`src/rtl/add_sub_pkg.sv`:
```
// Shared opcode encoding and index-width helper for the bit-serial add/sub unit.
package add_sub_pkg;

  typedef enum logic {
    OP_ADD = 1'b0,
    OP_SUB = 1'b1
  } op_e;

  // Bit-index counter width; a 1-bit word still needs a 1-bit counter.
  function automatic int unsigned idx_width(input int unsigned n);
    return (n <= 1) ? 1 : $clog2(n);
  endfunction

endpackage

```
`src/rtl/add_sub_1bit_if.sv`:
```
// Serial operand/result bundle for add_sub_1bit; ovf_out exists only with ADD_SUB_OVF_EN.
interface add_sub_1bit_if;
  logic valid_in;
  logic first_in;
  logic a_in;
  logic b_in;
  logic opcode;
  logic sum_out;
  logic flag_out;
  logic valid_out;
  logic last_out;
`ifdef ADD_SUB_OVF_EN
  logic ovf_out;

  modport master (
    output valid_in, first_in, a_in, b_in, opcode,
    input  sum_out, flag_out, valid_out, last_out, ovf_out
  );
  modport slave (
    input  valid_in, first_in, a_in, b_in, opcode,
    output sum_out, flag_out, valid_out, last_out, ovf_out
  );
`else
  modport master (
    output valid_in, first_in, a_in, b_in, opcode,
    input  sum_out, flag_out, valid_out, last_out
  );
  modport slave (
    input  valid_in, first_in, a_in, b_in, opcode,
    output sum_out, flag_out, valid_out, last_out
  );
`endif
endinterface

```
`src/rtl/add_sub_1bit_cell.sv`:
```
// Combinational 1-bit full adder / full subtractor (borrow form A-B-c).
module add_sub_cell
  import add_sub_pkg::*;
(
  input  logic a,
  input  logic b,
  input  logic c,
  input  op_e  op,
  output logic res,
  output logic cflag
);

  always_comb begin
    res = a ^ b ^ c;
    if (op == OP_SUB) cflag = (~a & b) | (~a & c) | (b & c);
    else              cflag = (a & b) | (a & c) | (b & c);
  end

endmodule

```
`src/rtl/add_sub_1bit.sv`:
```
// Bit-serial adder/subtractor, LSB-first, registered carry/borrow and outputs.
// Optional signed-overflow output on the MSB beat is enabled by ADD_SUB_OVF_EN.
module add_sub_1bit
  import add_sub_pkg::*;
#(
  parameter int unsigned WORD_BITS = 8
) (
  input  logic         clk,
  input  logic         rst_n,
  add_sub_1bit_if.slave bus
);

  localparam int unsigned      IDX_W    = idx_width(WORD_BITS);
  localparam logic [IDX_W-1:0] LAST_IDX = IDX_W'(WORD_BITS - 1);

  logic [IDX_W-1:0] bit_idx;
  logic [IDX_W-1:0] cur_idx;
  logic [IDX_W-1:0] next_idx;
  logic             carry_q;
  op_e              op_q;
  logic             word_start;
  logic             is_last;
  logic             c_in;
  op_e              op_cur;
  logic             res;
  logic             cflag;
  logic             sum_q;
  logic             flag_q;
  logic             valid_q;
  logic             last_q;

  // first_in mid-word restarts at index 0, so the current bit's index is forced.
  always_comb begin
    word_start = bus.first_in | (bit_idx == '0);
    cur_idx    = bus.first_in ? '0 : bit_idx;
    is_last    = (cur_idx == LAST_IDX);
    next_idx   = is_last ? '0 : cur_idx + IDX_W'(1);
    c_in       = word_start ? 1'b0 : carry_q;
    op_cur     = word_start ? op_e'(bus.opcode) : op_q;
  end

  add_sub_cell u_cell (
    .a     (bus.a_in),
    .b     (bus.b_in),
    .c     (c_in),
    .op    (op_cur),
    .res   (res),
    .cflag (cflag)
  );

  always_ff @(posedge clk or negedge rst_n) begin
    if (!rst_n) begin
      bit_idx <= '0;
      carry_q <= 1'b0;
      op_q    <= OP_ADD;
      sum_q   <= 1'b0;
      flag_q  <= 1'b0;
      valid_q <= 1'b0;
      last_q  <= 1'b0;
    end else begin
      valid_q <= bus.valid_in;
      last_q  <= bus.valid_in & is_last;
      if (bus.valid_in) begin
        sum_q   <= res;
        flag_q  <= cflag;
        carry_q <= cflag;
        op_q    <= op_cur;
        bit_idx <= next_idx;
      end
    end
  end

  assign bus.sum_out   = sum_q;
  assign bus.flag_out  = flag_q;
  assign bus.valid_out = valid_q;
  assign bus.last_out  = last_q;

`ifdef ADD_SUB_OVF_EN
  logic ovf_q;
  logic ovf_d;

  always_comb begin
    if (op_cur == OP_SUB) ovf_d = (bus.a_in != bus.b_in) & (res != bus.a_in);
    else                  ovf_d = (bus.a_in == bus.b_in) & (res != bus.a_in);
    ovf_d = ovf_d & is_last;
  end

  always_ff @(posedge clk or negedge rst_n) begin
    if (!rst_n)            ovf_q <= 1'b0;
    else if (bus.valid_in) ovf_q <= ovf_d;
  end

  assign bus.ovf_out = ovf_q;
`endif

endmodule

```
`src/flat_wrapper.sv`:
```
// flat-port wrapper written by rule: the top's interface ports become plain ports
module add_sub_1bit_flat import add_sub_pkg::*;
#(
  parameter int unsigned WORD_BITS = 8
)
  (clk, rst_n, bus_valid_in, bus_first_in, bus_a_in, bus_b_in, bus_opcode, bus_sum_out, bus_flag_out, bus_valid_out, bus_last_out);
  add_sub_1bit_if bus_i ();
  input  logic clk;
  input  logic rst_n;
  input wire logic [$bits(bus_i.valid_in)-1:0] bus_valid_in;
  input wire logic [$bits(bus_i.first_in)-1:0] bus_first_in;
  input wire logic [$bits(bus_i.a_in)-1:0] bus_a_in;
  input wire logic [$bits(bus_i.b_in)-1:0] bus_b_in;
  input wire logic [$bits(bus_i.opcode)-1:0] bus_opcode;
  output wire logic [$bits(bus_i.sum_out)-1:0] bus_sum_out;
  output wire logic [$bits(bus_i.flag_out)-1:0] bus_flag_out;
  output wire logic [$bits(bus_i.valid_out)-1:0] bus_valid_out;
  output wire logic [$bits(bus_i.last_out)-1:0] bus_last_out;
  assign bus_i.valid_in = bus_valid_in;
  assign bus_i.first_in = bus_first_in;
  assign bus_i.a_in = bus_a_in;
  assign bus_i.b_in = bus_b_in;
  assign bus_i.opcode = bus_opcode;
  assign bus_sum_out = bus_i.sum_out;
  assign bus_flag_out = bus_i.flag_out;
  assign bus_valid_out = bus_i.valid_out;
  assign bus_last_out = bus_i.last_out;
  add_sub_1bit #(.WORD_BITS(WORD_BITS)) u_core (.clk(clk), .rst_n(rst_n), .bus(bus_i));
endmodule
```
`config.mk`:
```
export PLATFORM = sky130hd
export DESIGN_NAME = add_sub_1bit_flat
export DESIGN_NICKNAME = d
export VERILOG_FILES = /design/src/rtl/add_sub_pkg.sv /design/src/rtl/add_sub_1bit_if.sv /design/src/rtl/add_sub_1bit_cell.sv /design/src/rtl/add_sub_1bit.sv /design/src/flat_wrapper.sv
export SDC_FILE = /design/constraint.sdc
export NUM_CORES = 1
export LEC_CHECK = 0
export CORE_AREA = 2 2 39 41
export CTS_BUF_LIST = sky130_fd_sc_hd__clkbuf_8
export DETAILED_ROUTE_END_ITERATION = 6
export DIE_AREA = 0 0 41 43
export HOLD_SLACK_MARGIN = 0.1
export SYNTH_ARGS = -nofsm -noshare
export SYNTH_HDL_FRONTEND = slang
export SYNTH_SLANG_ARGS = --single-unit
```
`constraint.sdc`:
```
create_clock -name clk -period 4.75 [get_ports clk]
set_clock_uncertainty 0.2 [all_clocks]
set_input_delay 0.475 -clock clk [delete_from_list [all_inputs] [get_ports clk]]
set_output_delay 0.475 -clock clk [all_outputs]
set_load 0.005 [all_outputs]
```
==> results.md <==
- WS Path Type: in2reg
- Critical Path Fanout Max: 7
- Core Region: 1380 sq um
- Total of max-cap violations: 0
- Final Setup Violations: 0
- DRC: 0
- Fill cells: 133
- Root buffer cell: clkbuf_8
- Inserted Clock Buffers: 3
- CTS Hold Bufs: 0
- CP Launch Type: primary input
- Mapped Nets: 50
- Leading area contributor after synthesis: dfrtp_1
- Worst slew margin: 0.741
- Most frequent cells in the layout: clkdlybuf4s50_1, dfrtp_1, mux2_2, ha_1
- CTS H-Tree Depth: 1
- Placer Congestion: 0.678
- Power Density: ~400 nW/um^2
- Avg Inst Size Synth: 11.2 sq um
- IR Drop Worst-Case VDD: 0.000142 V
- Vias: 325
- Synth Cell Area: 438 sq um
- Flip-flop and latch area: roughly 200 sq um
- Fin nets: 64
- Post-DR wirelength/cell: between 10 and 15 um
- Worst EP required: approximately 4.7 ns
- Setup slack after layout: 2.78 ns
- Post-synth EDFFs: 0
- Max clock buf depth: 2
- Final hold vios: 0
- Clock insertion delay at the later pin of the skew report: 0.23 ns
- HPWL after DPL: 611 um
- Die Area: approximately 1800 sq um
- Crit path DAT: 1.87 ns
- Vias in the first global route: between 300 and 400
- Antenna violations before repair: 0
- Worst r2r src: u_core.bit_idx[0]
- Post-synthesis sequential area ratio: 0.457
- Post-Syn Instances: 39
- CP startpoint: bus_first_in
- CTS tree: built
- Antenna Violating Nets Remaining: 0
- Layout cells sized above 1: 0.157
- Final WL: 849 um
- Synth warn: 0
- Die height: between 40 and 50 um
- Largest net degree at the start of global routing: 11
- Lkg Pwr: around 0.27 nW
- # IOs: 11
- CTS resizes: 0
- Number of diodes: 0
- Commonest non-fill, non-tap cell in the layout: clkdlybuf4s50_1
- Setup TNS Final: 0 ns
- Clock sink count: 8
- RSZ-0062 raised after global routing: no
- Least-Margin Pin Slew: just under 0.4 ns
- Yosys reg bits: 8
- Synth async-reset ratio: 1.00
- Post-route minimum period: just under 2 ns
- Clock slew at reported path FFs: around 0.040 ns
- Reg2Reg Depth: 4
- Multi-input combinational cell area: 226 sq um
- Grt total ovfl: 0
- Post-layout util: 0.430
- Slew Viols, Final: 0
- Period utilisation layout: 0.414
- Top post-synthesis cells by area: dfrtp_1, ha_1, mux2_2
- GRT Resource Usage Total: 0.123
- Worst Hold Class: reg2reg
- Rows: 14
- Peak Freq: 508 MHz
- WHS Path Cells: 1
- Setup crit end kind: flip-flop
- # Post-CTS Setup Buffers: 0
- Vias/cell: 4.85
- Die Wd: 41 um
- IO buf count: 10
- Initial DRT Pass Iterations: 2
- First-pass GRT wire length: 1.40 mm
- Pre-CTS setup slack: roughly 2.5 ns
- Starting DRT DRC Count: 6
- Min-delay src: u_core.bus.sum_out
- Area Growth Syn to Fin: 36.0%
- Status: complete, no violations
- Top-area cell type share of the netlist area: 0.457
- Starting density of the core: 0.316
- Top FF cell, synth: dfrtp_1
- Post-synth cell types: 20
## Yosys cell counts (2+ instances only)
cell type / n
nor2_1: 2
dfrtp_1: 8
nor2b_1: 3
ha_1: 4
inv_1: 2
nand2_1: 2
nor3_1: 2
mux2_2: 4
## cells by family (layout without fill, tap and decap cells)
family	after synthesis	count (layout)	synth area share
muxes	4	4	0.103
buffers and inverters	3	15	0.0257
DFF	8	8	0.457
and+or+nand+nor	14	14	0.183
adders and majority gates	4	4	0.114
xor gates and xnor gates	1	1	0.0200
AOI/OAI and AO/OA	5	5	0.0971
## path summary, 6_finish.rpt
path,slack (ns),to
setup reg to reg,3.07,u_core.carry_q
hold / removal,0.32,u_core.bus.sum_out
max in group asynchronous,3.75,u_core.bus.valid_out
setup / recovery,2.78,u_core.bit_idx[2]
min in group asynchronous,0.34,u_core.bit_idx[1]
hold reg to reg,0.32,u_core.bus.sum_out
## power by group
part / internal (mW) / total [mW] / switching, mW
Combinational: 0.0376 / 0.0631 / 0.0255
Sequential: 0.0828 / 0.0929 / 0.0101
Clock: 0.0549 / 0.0812 / 0.0264
## registers in the layout (all words and copies together) (netlist names)
register	cells
u_core.bit_idx	3
u_core.bus.last_out	1
u_core.bus.sum_out	1
u_core.bus.valid_out	1
u_core.carry_q	1
u_core.op_q	1
## through the flow
stage	power, mW	cells	hold WS (ns)	area [sq um]
2_1_floorplan	0.129	39	-0.0206	438
3_3_place_gp	0.156	64	0.295	554
3_5_place_dp	0.158	64	0.315	554
4_1_cts	0.241	67	0.324	596
5_1_grt	0.253	67	0.348	596
6_report	0.237	67	0.316	596
## metal layers
| layer | track usage | part of all wire | wire (um) |
|---|---|---|---|
| met2 | 0.178 | 0.51 | 432 |
| met3 | 0.0471 | 0.047 | 40 |
| met4 | 0.0800 | 0 | 0 |
| met1 | 0.142 | 0.44 | 376 |
| met5 | 0 | 0 | 0 |
## area by class of cell
cell class,count,share of cell area
Clock buffer,3,0.0693
Inverter,2,0.0126
Multi-Input combinational cell,28,0.380
Sequential cell,8,0.336
Tap cell,16,0.0336
Timing Repair Buffer,10,0.168
## worst max-delay path: stages
cell,delay (ns)
clkdlybuf4s50_1,0.58
nor2b_1,0.10
ha_1,0.19
ha_1,0.26
mux2_2,0.27
(Power assumes the default switching activity.)
